<file path="config.mk">
export PLATFORM = sky130hd
export DESIGN_NAME = qam64_symbol_packer
export DESIGN_NICKNAME = d
export VERILOG_FILES = /design/src/rtl/qam64_symbol_packer.sv
export SDC_FILE = /design/constraint.sdc
export NUM_CORES = 1
export LEC_CHECK = 0
export CAP_MARGIN = 5
export CORE_AREA = 2 2 65 67
export DETAILED_ROUTE_END_ITERATION = 12
export DIE_AREA = 0 0 67 69
export PLACE_DENSITY = 0.78
export SLEW_MARGIN = 10
export SYNTH_ARGS = -nofsm -noshare
export SYNTH_HDL_FRONTEND = slang
export SYNTH_SLANG_ARGS = --single-unit
</file>
<file path="constraint.sdc">
create_clock -name data_clk -period 6.5 [get_ports data_clk]
set_clock_uncertainty 0.05 [all_clocks]
set_input_delay 0.975 -clock data_clk [delete_from_list [all_inputs] [get_ports data_clk]]
set_output_delay 0.975 -clock data_clk [all_outputs]
set_load 0.005 [all_outputs]
</file>
<file path="src/rtl/qam64_symbol_packer.sv">
// ---------------------------------------------------------------------------
// qam64_symbol_packer
//
// Packs a byte stream (MSB first) into 6-bit 64-QAM symbols and maps each
// symbol onto signed I/Q amplitude levels {-7,-5,-3,-1,+1,+3,+5,+7}.
// The oldest three bits of a symbol select I and the next three select Q.
// Both sides use valid/ready handshaking.
//
// Parameters:
//   OUT_W  width of sym_i/sym_q (two's complement, sign-extended, >= 4)
//   GRAY   1: Gray-coded level map, 0: natural binary level map
//   CNT_W  width of sym_count
//
// Ports:
//   data_clk   clock, all logic on the rising edge
//   rst_data   synchronous active-high reset
//   in_data    input byte, MSB transmitted first
//   in_valid   in_data valid
//   in_ready   byte accepted when in_valid && in_ready
//   sym_i      in-phase level
//   sym_q      quadrature level
//   sym_valid  sym_i/sym_q valid
//   sym_ready  symbol consumed when sym_valid && sym_ready
//   sym_count  symbols consumed since reset, wraps to 0
//
// Optional feature:
//   QAM_SCRAMBLE_EN  when defined, every accepted bit is XORed with a PRBS7
//                    keystream (x^7+x^6+1, seed 7'h7F) before packing.
// ---------------------------------------------------------------------------
module qam64_symbol_packer #(
    parameter int OUT_W = 4,
    parameter bit GRAY  = 1'b1,
    parameter int CNT_W = 16
) (
    input  logic             data_clk,
    input  logic             rst_data,
    input  logic [7:0]       in_data,
    input  logic             in_valid,
    output logic             in_ready,
    output logic [OUT_W-1:0] sym_i,
    output logic [OUT_W-1:0] sym_q,
    output logic             sym_valid,
    input  logic             sym_ready,
    output logic [CNT_W-1:0] sym_count
);

    // Bit accumulator: acc[13] is the oldest bit; bits below the fill count
    // are always zero so a new byte can simply be ORed in.
    logic [13:0] acc;
    logic [13:0] acc_shift;
    logic [13:0] acc_next;
    logic [3:0]  cnt;
    logic [3:0]  cnt_shift;
    logic [3:0]  cnt_next;
    logic        ext;
    logic        accept;
    logic [7:0]  byte_bits;

    // Maps a 3-bit code to a 4-bit signed level 2*idx-7.  Subtracting 8 from
    // {idx,1} is the same as inverting its MSB.
    function automatic logic [3:0] level(input logic [2:0] code);
        logic [2:0] idx;
        if (GRAY) begin
            idx[2] = code[2];
            idx[1] = code[2] ^ code[1];
            idx[0] = code[2] ^ code[1] ^ code[0];
        end else begin
            idx = code;
        end
        return {~idx[2], idx[1:0], 1'b1};
    endfunction

`ifdef QAM_SCRAMBLE_EN
    logic [6:0] prbs;
    logic [6:0] prbs_next;
    logic [7:0] keystream;

    // Eight PRBS steps per byte; the first keystream bit covers the byte MSB.
    always_comb begin
        prbs_next = prbs;
        keystream = '0;
        for (int k = 7; k >= 0; k--) begin
            keystream[k] = prbs_next[6] ^ prbs_next[5];
            prbs_next    = {prbs_next[5:0], keystream[k]};
        end
    end

    assign byte_bits = in_data ^ keystream;

    always_ff @(posedge data_clk) begin
        if (rst_data) begin
            prbs <= 7'h7F;
        end else if (accept) begin
            prbs <= prbs_next;
        end
    end
`else
    assign byte_bits = in_data;
`endif

    // Extraction frees 6 bits in the same cycle, so in_ready looks at the
    // post-extraction fill; this sym_ready->in_ready path is what allows
    // 3 bytes in per 4 symbols out.
    always_comb begin
        ext       = (cnt >= 4'd6) && (!sym_valid || sym_ready);
        cnt_shift = ext ? (cnt - 4'd6) : cnt;
        acc_shift = ext ? {acc[7:0], 6'b0} : acc;
        in_ready  = !rst_data && (cnt_shift <= 4'd6);
        accept    = in_valid && in_ready;
        acc_next  = acc_shift;
        cnt_next  = cnt_shift;
        if (accept) begin
            acc_next = acc_shift | ({byte_bits, 6'b0} >> cnt_shift);
            cnt_next = cnt_shift + 4'd8;
        end
    end

    always_ff @(posedge data_clk) begin
        if (rst_data) begin
            acc       <= '0;
            cnt       <= '0;
            sym_valid <= 1'b0;
            sym_i     <= '0;
            sym_q     <= '0;
            sym_count <= '0;
        end else begin
            acc <= acc_next;
            cnt <= cnt_next;
            if (ext) begin
                sym_i     <= OUT_W'($signed(level(acc[13:11])));
                sym_q     <= OUT_W'($signed(level(acc[10:8])));
                sym_valid <= 1'b1;
            end else if (sym_ready) begin
                sym_valid <= 1'b0;
            end
            if (sym_valid && sym_ready) begin
                sym_count <= sym_count + CNT_W'(1);
            end
        end
    end

endmodule

</file>
==> metrics.yaml, run 1 <==
wire_per_inst_um: 14.2
cts_root_buffer: "clkbuf_8"
hold_class: "register to register"
antenna_found_initial: 0
finalSetupViolCount: 0
numCtsBuffers: 5
synth-edff-count: 0
synth_ff_type: "dfxtp_1"
fin_util_pct: 65.7
period_share_pct: 63.9
synth_nets: 274
grt_util_all_layers_pct: 22.6
num_vias: 1965
gp_congestion: 0.864
worst_pin_slew_ns: 0.779
relSlewSlack_pct: 47.9
synth_area_leaders: "dfxtp_1 39%, nand2_1 5.9%, nor2_1 5.4%"
drive_above_1_share_pct: 5.15
synth_area_leader_cell: "dfxtp_1"
port_buffers: 37
core.rowCount: 23
postCtsSetupBuffers: 0
nFillCells: 356
worstSetupPathType: "input port to primary output"
max_freq_ghz: 0.241
synth_seq_cells: 41
grt_pass1_vias: 1782
ys_seq_area_share_pct: 39.0
syn_area_um2: 2100
viasPerCell: 5.76
die_width_um: 67
first_pass_iters: 4
vdd_drop_max_uv: 124
end_kind: "primary output"
fp.dieH_um: 69
drv_cap: 0
cts_sinks: 41
grt_pass1_wl_um: 8240
clockBufferDepth: 2
yosysWarningCount: 0
finalSetupTns_ns: 0
n_antenna_cell: 0
hpwl_um: 3390
grt_overflow_total: 0
drt_iter0_drc: 118
crit_fanout: 19
ys_types: 45
syn_to_final_growth_pct: 22.3
dp.cells: 334
slew_violations: 0
finalHoldViolations: 0
dieArea_um2: 4620
power.density_nw_per_um2: 212
fin_cells: 341
core_um2: 3910
grt_max_degree: 43
cts-resized-gates: 0
finalCriticalPeriod_ns: 4.16
clkTransAtPathRegs_ns: 0.08
status: "completed"
clk_latency_ns: 0.30
crit_required_ns: 5.47
most-common-layout-cells: "41 x dfxtp_1, 37 x clkdlybuf4s50_1, 33 x nand2_1"
htreeDepth: 2
rsz0062_at_grt: "no"
p_leak_nw: 0.898
syn_inst: 259
start_kind: "input port"
syn_area_per_cell_um2: 8.12
drc: 0
ant_nets: 0
ioPinCount: 38
synth-async-reset-ratio_pct: 0
initial_core_util_pct: 53.7
wl_um: 4840
yosysTopAreaCellShare_pct: 39.0
layout.nets: 306
ctsHoldBuffers: 0
crit_arrival_ns: 3.13
mostFrequentLayoutCell: "dfxtp_1"
cts_tree: "done"
-- power breakdown --
group	switching, W	internal (W)
clock	0.0000913	0.0000840
sequential	0.0000113	0.000262
combinational	0.0000524	0.0000443
total	0.000155	0.000391
-- cell usage after synthesis (all sizes together), types with 7 or more instances --
cell and n:
nor2 30, inv 7, a21oi 14, dfxtp 41, o21ai 15, nand3 12
a21boi 7, nand2 33, and3 7, xnor2 7, xor2 8, clkbuf 8
-- through the flow --
stage | setup slack [ns] | total power, W | hold WS (ns) | cell area, um^2
floorplan | 3.66 | 0.000344 | 0.382 | 2100
global placement | 2.40 | 0.000374 | 0.392 | 2480
detailed placement | 2.35 | 0.000376 | 0.402 | 2480
CTS | 2.34 | 0.000548 | 0.412 | 2570
global route | 2.08 | 0.000571 | 0.436 | 2570
finish | 2.34 | 0.000546 | 0.410 | 2570
-- path summary, 6_finish.rpt --
check        startpoint       end  slack [ns]  cells past startpoint
min reg2reg    sym_q[1]  sym_q[1]        0.41                      2
max reg2reg      cnt[1]    acc[6]        3.48                      7
min            sym_q[1]  sym_q[1]        0.41                      2
max           sym_ready  in_ready        2.34                      6
-- critical path, stage by stage --
cell             delay [ns]
clkdlybuf4s50_1        0.57
nand2b_1               0.23
nand2_1                0.42
o21ai_0                0.40
nor2_1                 0.07
clkdlybuf4s50_1        0.46
-- state kept, by name, summed over array words and instances (netlist names) --
| signal | flops |
|---|---|
| sym_i | 4 |
| sym_q | 3 |
| sym_count | 16 |
| sym_valid | 1 |
| cnt | 3 |
| acc | 14 |
-- logic make-up after synthesis --
family | after synthesis | share of synthesized area [%]
and+or+nand+nor | 112 | 25.2
AOI/OAI and AO/OA | 61 | 20.0
DFF | 41 | 39.0
buffers and inverters | 21 | 4.52
xor gates and xnor gates | 15 | 6.25
muxes | 6 | 3.15
adders and majority gates | 3 | 1.78
-- cell type report --
| cell class | count | area [um^2] | area share, % |
|---|---|---|---|
| flip-flops and latches | 41 | 821 | 31.9 |
| inverters | 7 | 26.3 | 1.02 |
| clock inverters | 1 | 7.51 | 0.292 |
| well taps | 50 | 62.6 | 2.43 |
| repair buffers | 39 | 385 | 15.0 |
| clock buffers | 6 | 82.6 | 3.21 |
| multi-input cells | 197 | 1190 | 46.2 |
-- per-layer routing --
| layer | vias to the layer above | track usage, % | share of wire (%) |
|---|---|---|---|
| li1 | 984 | - | - |
| met1 | 925 | 31.0 | 48 |
| met2 | 51 | 34.8 | 46 |
| met3 | 5 | 5.55 | 4.9 |
| met4 | 0 | 7.03 | 0.87 |
| met5 | - | 0 | 0 |
(Power assumes the default switching activity.)
==> inputs of run 2 (changes only) <==
- CORE_AREA: 2 2 65 67 -> 2 2 70 72
- DIE_AREA: 0 0 67 69 -> 0 0 72 74
- PLACE_DENSITY: 0.78 -> 0.7
- clock period: 6.5 -> 3.5 ns (I/O delays scaled with it)
==> metrics.yaml, run 2 (synthesis gave the netlist of run 1 again) <==
status: "completed"
clk_latency_ns: 0.29
fp.dieH_um: 74
grt_pass1_vias: 1697
clockBufferDepth: 2
core.rowCount: 25
start_kind: "register"
core_um2: 4600
drv_cap: 0
crit_arrival_ns: 2.44
hold_end: "sym_q[1]"
viasPerCell: 5.52
numCtsBuffers: 5
num_vias: 1925
wire_per_inst_um: 13.5
dieArea_um2: 5330
gp_congestion: 0.867
reg2regPathDepth: 7
p_leak_nw: 0.917
drive_above_1_share_pct: 6.44
cts_root_buffer: "clkbuf_8"
port_buffers: 37
drt_iter0_drc: 111
slew_violations: 0
hpwl_um: 3380
mostFrequentLayoutCell: "dfxtp_1"
grt_overflow_total: 0
grt_max_degree: 22
rsz0062_at_grt: "no"
hold_class: "register to register"
vdd_drop_max_uv: 159
finalSetupTns_ns: 0
hold_start: "sym_q[1]"
htreeDepth: 2
max_freq_ghz: 0.331
ioPinCount: 38
postCtsSetupBuffers: 0
cts_tree: "done"
r2r-start: "cnt[1]"
cts-resized-gates: 0
cts_sinks: 41
relSlewSlack_pct: 62.3
ctsHoldBuffers: 0
largest_reg_flops: 16
grt_pass1_wl_um: 7750
finalCriticalPeriod_ns: 3.02
min_delay_path_depth: 2
ant_nets: 0
placed_cell_area_um2: 2520
clkTransAtPathRegs_ns: 0.08
finalSetupViolCount: 0
reg2reg_slack_ns: 0.71
final_area_um2: 2610
finalHoldViolations: 0
antenna_found_initial: 0
period_share_pct: 86.2
layout.nets: 310
crit_required_ns: 2.92
worstSetupPathType: "register to primary output"
drc: 0
first_pass_iters: 4
power_w: 0.00101
n_antenna_cell: 0
die_width_um: 72
most-common-layout-cells: "41 x dfxtp_1, 37 x clkdlybuf4s50_1, 33 x nand2_1"
wl_um: 4720
crit_fanout: 14
power.density_nw_per_um2: 388
worst_pin_slew_ns: 0.560
regMostFlops: "sym_count"
initial_core_util_pct: 45.7
timing.rr.end: "acc[6]"
end_kind: "primary output"
top_regs: "sym_count (16), acc (14), sym_i (4)"
syn_to_final_growth_pct: 24.0
grt_util_all_layers_pct: 18.7
==> run 2: changes by cell type in the layout (fill, tap and decap cells not counted) <==
cell	previous run	this run
buf_4	2	6
==> run 2: report_power, final <==
part           internal [W]  total [W]  switching [W]  leakage [nW]
registers          0.000487   0.000507      0.0000201         0.333
logic             0.0000865   0.000184      0.0000972         0.540
clock network      0.000156   0.000320       0.000164        0.0433
==> run 2: per-layer routing <==
| layer | track usage [%] | part of all wire [%] | vias to the layer above | wire length [um] |
|---|---|---|---|---|
| li1 | - | - | 993 | - |
| met1 | 24.6 | 49 | 888 | 2300 |
| met2 | 29.6 | 47 | 37 | 2200 |
| met3 | 3.25 | 3.1 | 7 | 146 |
| met4 | 9.43 | 1.5 | 0 | 73 |
| met5 | 0 | 0 | - | 0 |
==> run 2: worst max path at each step <==
stage	start	end	slack, ns	cells after the start
after floorplan	cnt[2]	acc[6]	1.19	8
after global placement	sym_ready	acc[6]	0.72	6
after detailed placement	sym_ready	acc[6]	0.69	6
after CTS	cnt[1]	in_ready	0.48	7
after global routing	cnt[1]	in_ready	0.26	7
final	cnt[1]	in_ready	0.48	7
==> run 2: cell type report <==
cell class	count	area, um^2
Inverter	7	26.3
Clock buffer	6	82.6
Tap cell	54	67.6
Fill cell	445	1990
Clock inverter	1	7.51
Timing Repair Buffer	43	415
Multi-Input combinational cell	197	1190
Sequential cell	41	821
==> run 2: metrics by stage <==
| step | hold slack [ns] | std cells | utilization [%] | setup WS, ns |
|---|---|---|---|---|
| 2_1_floorplan | 0.382 | 259 | - | 1.19 |
| 3_3_place_gp | 0.389 | 342 | 54.7 | 0.722 |
| 3_5_place_dp | 0.397 | 342 | 54.7 | 0.690 |
| 4_1_cts | 0.408 | 349 | 56.7 | 0.476 |
| 5_1_grt | 0.428 | 349 | 56.7 | 0.262 |
| 6_report | 0.405 | 349 | 56.7 | 0.482 |
==> run 2: critical path: stages (launching register included) <==
cell and delay (ns):
dfxtp_1 0.66, ha_1 0.24, ha_1 0.22, a211o_1 0.20, nand2_1 0.09, o21ai_0 0.24
nor2_1 0.06, clkdlybuf4s50_1 0.44
